<file path="config.mk">
export PLATFORM = sky130hd
export DESIGN_NAME = hls_saturation_mul_arbiter
export DESIGN_NICKNAME = d
export VERILOG_FILES = /design/src/rtl/hls_saturation_mul_arbiter.sv
export SDC_FILE = /design/constraint.sdc
export NUM_CORES = 1
export LEC_CHECK = 0
export ABC_AREA = 1
export CORE_MARGIN = 2
export CORE_UTILIZATION = 40
export DETAILED_ROUTE_END_ITERATION = 8
export PLACE_DENSITY_LB_ADDON = 0.1
export REMOVE_ABC_BUFFERS = 1
export SYNTH_ARGS = -nofsm -noshare
export SYNTH_HDL_FRONTEND = slang
export SYNTH_SLANG_ARGS = --single-unit
</file>
<file path="constraint.sdc">
create_clock -name ap_clk -period 5.63 [get_ports ap_clk]
set_clock_uncertainty 0.1 [all_clocks]
set_input_delay 1.689 -clock ap_clk [delete_from_list [all_inputs] [get_ports ap_clk]]
set_output_delay 1.689 -clock ap_clk [all_outputs]
set_load 0.01 [all_outputs]
</file>
<file path="src/rtl/hls_saturation_mul_arbiter.sv">
// hls_saturation_mul_arbiter
//
// Purpose:
//   Shares one 16x8 unsigned multiplier (the saturation-enhance gain multiply)
//   between NUM_REQ requesters. A round-robin arbiter picks one requester per
//   cycle. Its operands go through a PIPE_STAGES-deep pipeline that stalls as
//   a whole. The 24-bit product comes out on one result bus with backpressure,
//   tagged with the ID of the requester that sent the operands.
//
// Parameters:
//   NUM_REQ     - number of requesters (2..8)
//   PIPE_STAGES - latency from accept to result (1..4); multiply in stage 1
//   ID_W        - result tag width, 2**ID_W >= NUM_REQ
//
// Ports:
//   ap_clk     in   clock, rising edge
//   ap_rst     in   synchronous active-high reset
//   req_valid  in   [NUM_REQ]      per-requester operand valid
//   req_ready  out  [NUM_REQ]      per-requester accept strobe (one-hot or zero)
//   req_a      in   [16*NUM_REQ]   operand A, requester i at [16i+15:16i]
//   req_b      in   [8*NUM_REQ]    operand B, requester i at [8i+7:8i]
//   res_valid  out  result valid
//   res_ready  in   result consumer ready
//   res_id     out  [ID_W]         requester index of the current result
//   res_data   out  [24]           product (optionally scaled and saturated)
//   busy       out  high while any pipeline stage holds a valid entry
//
// Configuration macro:
//   HLS_SAT_ARB_SATURATE_EN - when defined, the output applies Q1.7 gain
//   scaling, res_data = min(product >> 7, 0x00FFFF). This logic is purely
//   combinational on the last stage, so the latency does not change.

module hls_saturation_mul_arbiter #(
  parameter int NUM_REQ     = 3,
  parameter int PIPE_STAGES = 2,
  parameter int ID_W        = 3
) (
  input  logic                  ap_clk,
  input  logic                  ap_rst,
  input  logic [NUM_REQ-1:0]    req_valid,
  output logic [NUM_REQ-1:0]    req_ready,
  input  logic [16*NUM_REQ-1:0] req_a,
  input  logic [8*NUM_REQ-1:0]  req_b,
  output logic                  res_valid,
  input  logic                  res_ready,
  output logic [ID_W-1:0]       res_id,
  output logic [23:0]           res_data,
  output logic                  busy
);

  localparam int LAST = PIPE_STAGES - 1;

  // With a single stage, the product has to be formed on the way into
  // stage 0. Otherwise stage 0 holds the raw operands and stage 1 multiplies.
  localparam bit MUL_AT_ISSUE = (PIPE_STAGES == 1);

  logic [ID_W-1:0]        ptr_q, ptr_d;
  logic [PIPE_STAGES-1:0] vld_q, vld_d;
  logic [ID_W-1:0]        id_q   [PIPE_STAGES];
  logic [ID_W-1:0]        id_d   [PIPE_STAGES];
  logic [23:0]            data_q [PIPE_STAGES];
  logic [23:0]            data_d [PIPE_STAGES];

  logic                   adv;
  logic                   grant_any;
  logic [ID_W-1:0]        grant_idx;
  logic                   xfer;
  logic [15:0]            sel_a;
  logic [7:0]             sel_b;

  // The whole pipeline moves only when the output slot is empty or is being
  // drained this cycle.
  assign res_valid = vld_q[LAST];
  assign res_id    = id_q[LAST];
  assign adv       = !res_valid || res_ready;
  assign busy      = |vld_q;

  // Round-robin search. Priority position k maps to requester (ptr+k) mod N.
  // The loops compare ptr against constants, so no requester is selected
  // through a variable index.
  always_comb begin
    grant_any = 1'b0;
    grant_idx = '0;
    for (int k = 0; k < NUM_REQ; k++) begin
      for (int i = 0; i < NUM_REQ; i++) begin
        if (!grant_any && req_valid[i] &&
            (ptr_q == ID_W'((i - k + NUM_REQ) % NUM_REQ))) begin
          grant_any = 1'b1;
          grant_idx = ID_W'(i);
        end
      end
    end
  end

  // The ready strobe is masked by reset and by a stalled pipeline. A transfer
  // therefore happens exactly when a grant exists and the pipeline can take it.
  always_comb begin
    xfer  = adv && !ap_rst && grant_any;
    sel_a = '0;
    sel_b = '0;
    for (int i = 0; i < NUM_REQ; i++) begin
      req_ready[i] = xfer && (grant_idx == ID_W'(i));
      if (grant_idx == ID_W'(i)) begin
        sel_a = req_a[16*i +: 16];
        sel_b = req_b[8*i +: 8];
      end
    end
  end

  // After a transfer, the pointer moves one past the winner so that the
  // winner becomes lowest priority. It holds when nothing transfers.
  always_comb begin
    ptr_d = ptr_q;
    if (xfer) begin
      if (grant_idx == ID_W'(NUM_REQ - 1)) begin
        ptr_d = '0;
      end else begin
        ptr_d = grant_idx + ID_W'(1);
      end
    end
  end

  // Next-state of the pipeline. Stage 0 packs {b, a} into its 24-bit data
  // slot, which is exactly wide enough. Stage 1 replaces that with the full
  // product. Later stages copy it unchanged. When the pipeline stalls,
  // everything holds.
  always_comb begin
    vld_d = vld_q;
    for (int s = 0; s < PIPE_STAGES; s++) begin
      id_d[s]   = id_q[s];
      data_d[s] = data_q[s];
    end
    if (adv) begin
      vld_d[0] = xfer;
      id_d[0]  = grant_idx;
      if (MUL_AT_ISSUE) begin
        data_d[0] = 24'(sel_a) * 24'(sel_b);
      end else begin
        data_d[0] = {sel_b, sel_a};
      end
      for (int s = 1; s < PIPE_STAGES; s++) begin
        vld_d[s] = vld_q[s-1];
        id_d[s]  = id_q[s-1];
        if (s == 1) begin
          data_d[s] = 24'(data_q[0][15:0]) * 24'(data_q[0][23:16]);
        end else begin
          data_d[s] = data_q[s-1];
        end
      end
    end
  end

  // State registers. Reset drops every in-flight entry and rewinds the
  // pointer to requester 0.
  always_ff @(posedge ap_clk) begin
    if (ap_rst) begin
      ptr_q <= '0;
      vld_q <= '0;
      for (int s = 0; s < PIPE_STAGES; s++) begin
        id_q[s]   <= '0;
        data_q[s] <= '0;
      end
    end else begin
      ptr_q <= ptr_d;
      vld_q <= vld_d;
      for (int s = 0; s < PIPE_STAGES; s++) begin
        id_q[s]   <= id_d[s];
        data_q[s] <= data_d[s];
      end
    end
  end

`ifdef HLS_SAT_ARB_SATURATE_EN
  // Q1.7 gain: drop the 7 fractional bits and clamp to 16 bits.
  logic [23:0] scaled;

  always_comb begin
    scaled = data_q[LAST] >> 7;
    if (scaled > 24'h00FFFF) begin
      res_data = 24'h00FFFF;
    end else begin
      res_data = scaled;
    end
  end
`else
  // Raw full-width product.
  assign res_data = data_q[LAST];
`endif

endmodule

</file>
==> key figures <==
Logic synthesis
  • Async set-or-reset flop fraction in the synthesized netlist: 0%
  • Post-synth top area share: 23.49%
  • EDFF count, synth: 0
  • Synth top area cells: fa_1, nand2_1, dfxtp_1
  • Syn Area/Cell: 6.851 µm²
  • Post-synth cell types: 41
  • Synthesized cell area: 7159 µm²
  • Cell with the most instances after synthesis: nand2_1
  • Seq cells post-synth: 57
  • Post-synthesis sequential area ratio: 15.94%
  • Post-synth top cells: nand2_1, inv_1, fa_1
  • Primary FF master, synth: dfxtp_1
  • Synth warn: 0
  • Biggest area consumer among synthesized cells: fa_1
  • Post-Synthesis Cells: 1045

STA
  • Worst Tran Pin Value: 0.7934 ns
  • Final setup viols: 0
  • Final setup TNS: 0 ns
  • Rel. slew slack: 47.03%
  • F_max: 0.1831 GHz
  • RSZ-0062 raised after global routing: no
  • Final slew viol count: 0
  • Fin. Hold Viols: 0
  • Min Hold Slack: 0.3733 ns
  • Final Critical Period: 5.460 ns
  • Tcrit/Tclk final: 96.98%

Critical path
  • Crit path launch type: primary input
  • R2R depth: 19
  • Critical path's slowest cell: clkdlybuf4s50_1
  • Worst Setup End Kind: output port
  • Worst Path Arrival: 3.67 ns
  • Type of the worst setup path: primary input to output port
  • Crit-path max FO: 4
  • CP Cell Sequence: clkdlybuf4s50_1 -> nand3_1 -> nand3_2 -> nor2_4 -> nand2_1 -> o21ai_0 -> inv_1 -> nand2_4 -> inv_4 -> nor2_1 -> clkdlybuf4s50_1
  • Most Frequent Cell on Critical Path: clkdlybuf4s50_1
  • Crit path largest cell delay: 0.56 ns
  • Required time of the critical path: 3.84 ns

Placed design
  • Port bufs: 108
  • DP HPWL: 14290 µm
  • DP Area: 8192 µm²
  • RePlAce Congestion: 0.9118
  • Placed cells: 1313

Floorplanning
  • Core Rows: 48
  • Die height: 137.8 µm
  • Initial Util: 41.11%
  • Core Area: 17420 µm²
  • Io pins: 110
  • Die Width: 137.8 µm
  • Die ar.: 18980 µm²

Clocking
  • CTS-repair resized insts: 0
  • CTS tree: yes
  • Clk_lat worst skew: 0.34 ns
  • Post-CTS Setup Bufs: 0
  • Clock tree sinks: 57
  • CTS Buf Count: 9
  • Hold-fix buffers at CTS: 0
  • CTS HTree Levels: 3
  • Clock-pin slew on the worst setup and hold paths: 0.06 ns
  • Clock buffer depth: 2
  • Clock Tree Root: clkbuf_16

Hold path
  • HP Class: flop to flop
  • Min-Delay Path Depth: 1

Finish
  • Post-route design area: 8473 µm²
  • Nets: 1305
  • Final Util: 48.65%
  • Layout area overhead: 18.35%
  • Fin cells: 1329
  • Fillers: 1813
  • # diodes: 0
  • Share of cells above drive strength 1: 4.438%

Drt
  • Initial DRC Count: 275
  • Post-route ant nets: 0
  • Final WL: 18230 µm
  • Router iterations before antenna repair: 4
  • Met2 wire length: 7903 µm
  • Highest routed layer: met4
  • DRC viols: 0
  • Via count: 6169
  • Post-DR wirelength/cell: 13.72 µm
  • Post-DR vias/cell: 4.642
  • Met3 routed WL: 745 µm
  • Wl on met1: 9227 µm

Global route
  • Vias in the first global route: 6282
  • GRT Total Usage: 20.93%
  • Initial antenna violation count: 0
  • Global-route wire length before repair: 30840 µm
  • Largest net degree at the start of global routing: 33
  • Overflow after GRT: 0

Pwr
  • LEAKAGE: 4.518 nW
  • Cell Pwr Density: 498.9 nW/µm²
  • Maximum VDD drop: 268.7 µV

Flow run
  • Total of max-cap violations: 0

Status
  • Status: finished clean
-- cell type report --
| type | count | area (µm²) | area share (%) |
|---|---|---|---|
| Multi-Input combinational cell | 689 | 4758 | 56.16 |
| Sequential cell | 57 | 1141 | 13.47 |
| Timing Repair Buffer | 121 | 1179 | 13.91 |
| Clock inverter | 6 | 42.54 | 0.5021 |
| Tap cell | 225 | 281.5 | 3.323 |
| Clock buffer | 10 | 239.0 | 2.820 |
| Inverter | 221 | 832.0 | 9.820 |
-- routing by layer --
metal,GRT usage (%),vias up
met5,0,-
met4,5.442,0
met3,3.569,23
met2,33.28,117
met1,29.52,2816
li1,-,3213
-- logic make-up after synthesis --
| group | Yosys count | share of synthesized area [%] |
|---|---|---|
| compound gates | 112 | 9.018 |
| xor+xnor | 5 | 0.6118 |
| fa+ha+maj | 128 | 31.18 |
| buf+inv | 299 | 17.63 |
| flops | 57 | 15.94 |
| other cells | 1 | 0.05238 |
| simple gates | 443 | 25.57 |
-- worst paths after layout --
kind | from | to | slack [ns]
hold / removal | data_q[0][26] | data_q[0][26] | 0.37
setup / recovery | req_valid[2] | req_ready[2] | 0.17
hold reg to reg | data_q[0][26] | data_q[0][26] | 0.37
setup reg to reg | data_q[0][18] | data_q[0][38] | 0.72
-- registers in the layout, indices dropped and copies added, names as in the netlist --
signal / flops
data_q: 48
id_q: 4
ptr_q: 3
vld_q: 2
-- metrics by stage --
step           setup slack [ns]  power (W)
6_report                 0.1699   0.004227
5_1_grt                 0.01333   0.004732
2_1_floorplan            0.9156   0.002721
3_3_place_gp             0.2608   0.003726
4_1_cts                  0.1724   0.004283
3_5_place_dp             0.1693   0.003704
-- power by group --
part           switching (W)  leakage, nW  total, W  internal, W
registers           0.000342        0.471  0.000895     0.000554
logic                0.00169         3.91   0.00282      0.00112
clock network       0.000206        0.135  0.000516     0.000310
-- cells in the final DEF, fill, tap and decap left out, drive strengths merged --
cell	synthesis	final
buf	36	13
o21bai	3	3
clkdlybuf4s50	0	108
or2	2	2
a31oi	2	2
inv	221	222
a21boi	2	2
nand4	11	11
xnor2	2	2
fa	84	84
a21o	5	5
nand3b	1	1
o21ai	35	35
ha	44	44
xor2	3	3
o211ai	4	4
nor2	43	43
dfxtp	57	57
a32o	4	4
a31o	1	1
clkinvlp	0	2
clkinv	0	3
clkbuf	42	10
nand3	53	53
a21oi	52	52
o22ai	1	1
conb	1	1
nor3	5	5
nand2	328	328
a22o	3	3
-- worst max-delay path: cells and delay by family --
family,cells,cell delay (ns)
buffers and inverters,4,1.14
and+or+nand+nor,6,0.64
AOI/OAI and AO/OA,1,0.20
No activity file was read; power rests on OpenSTA's default activity.
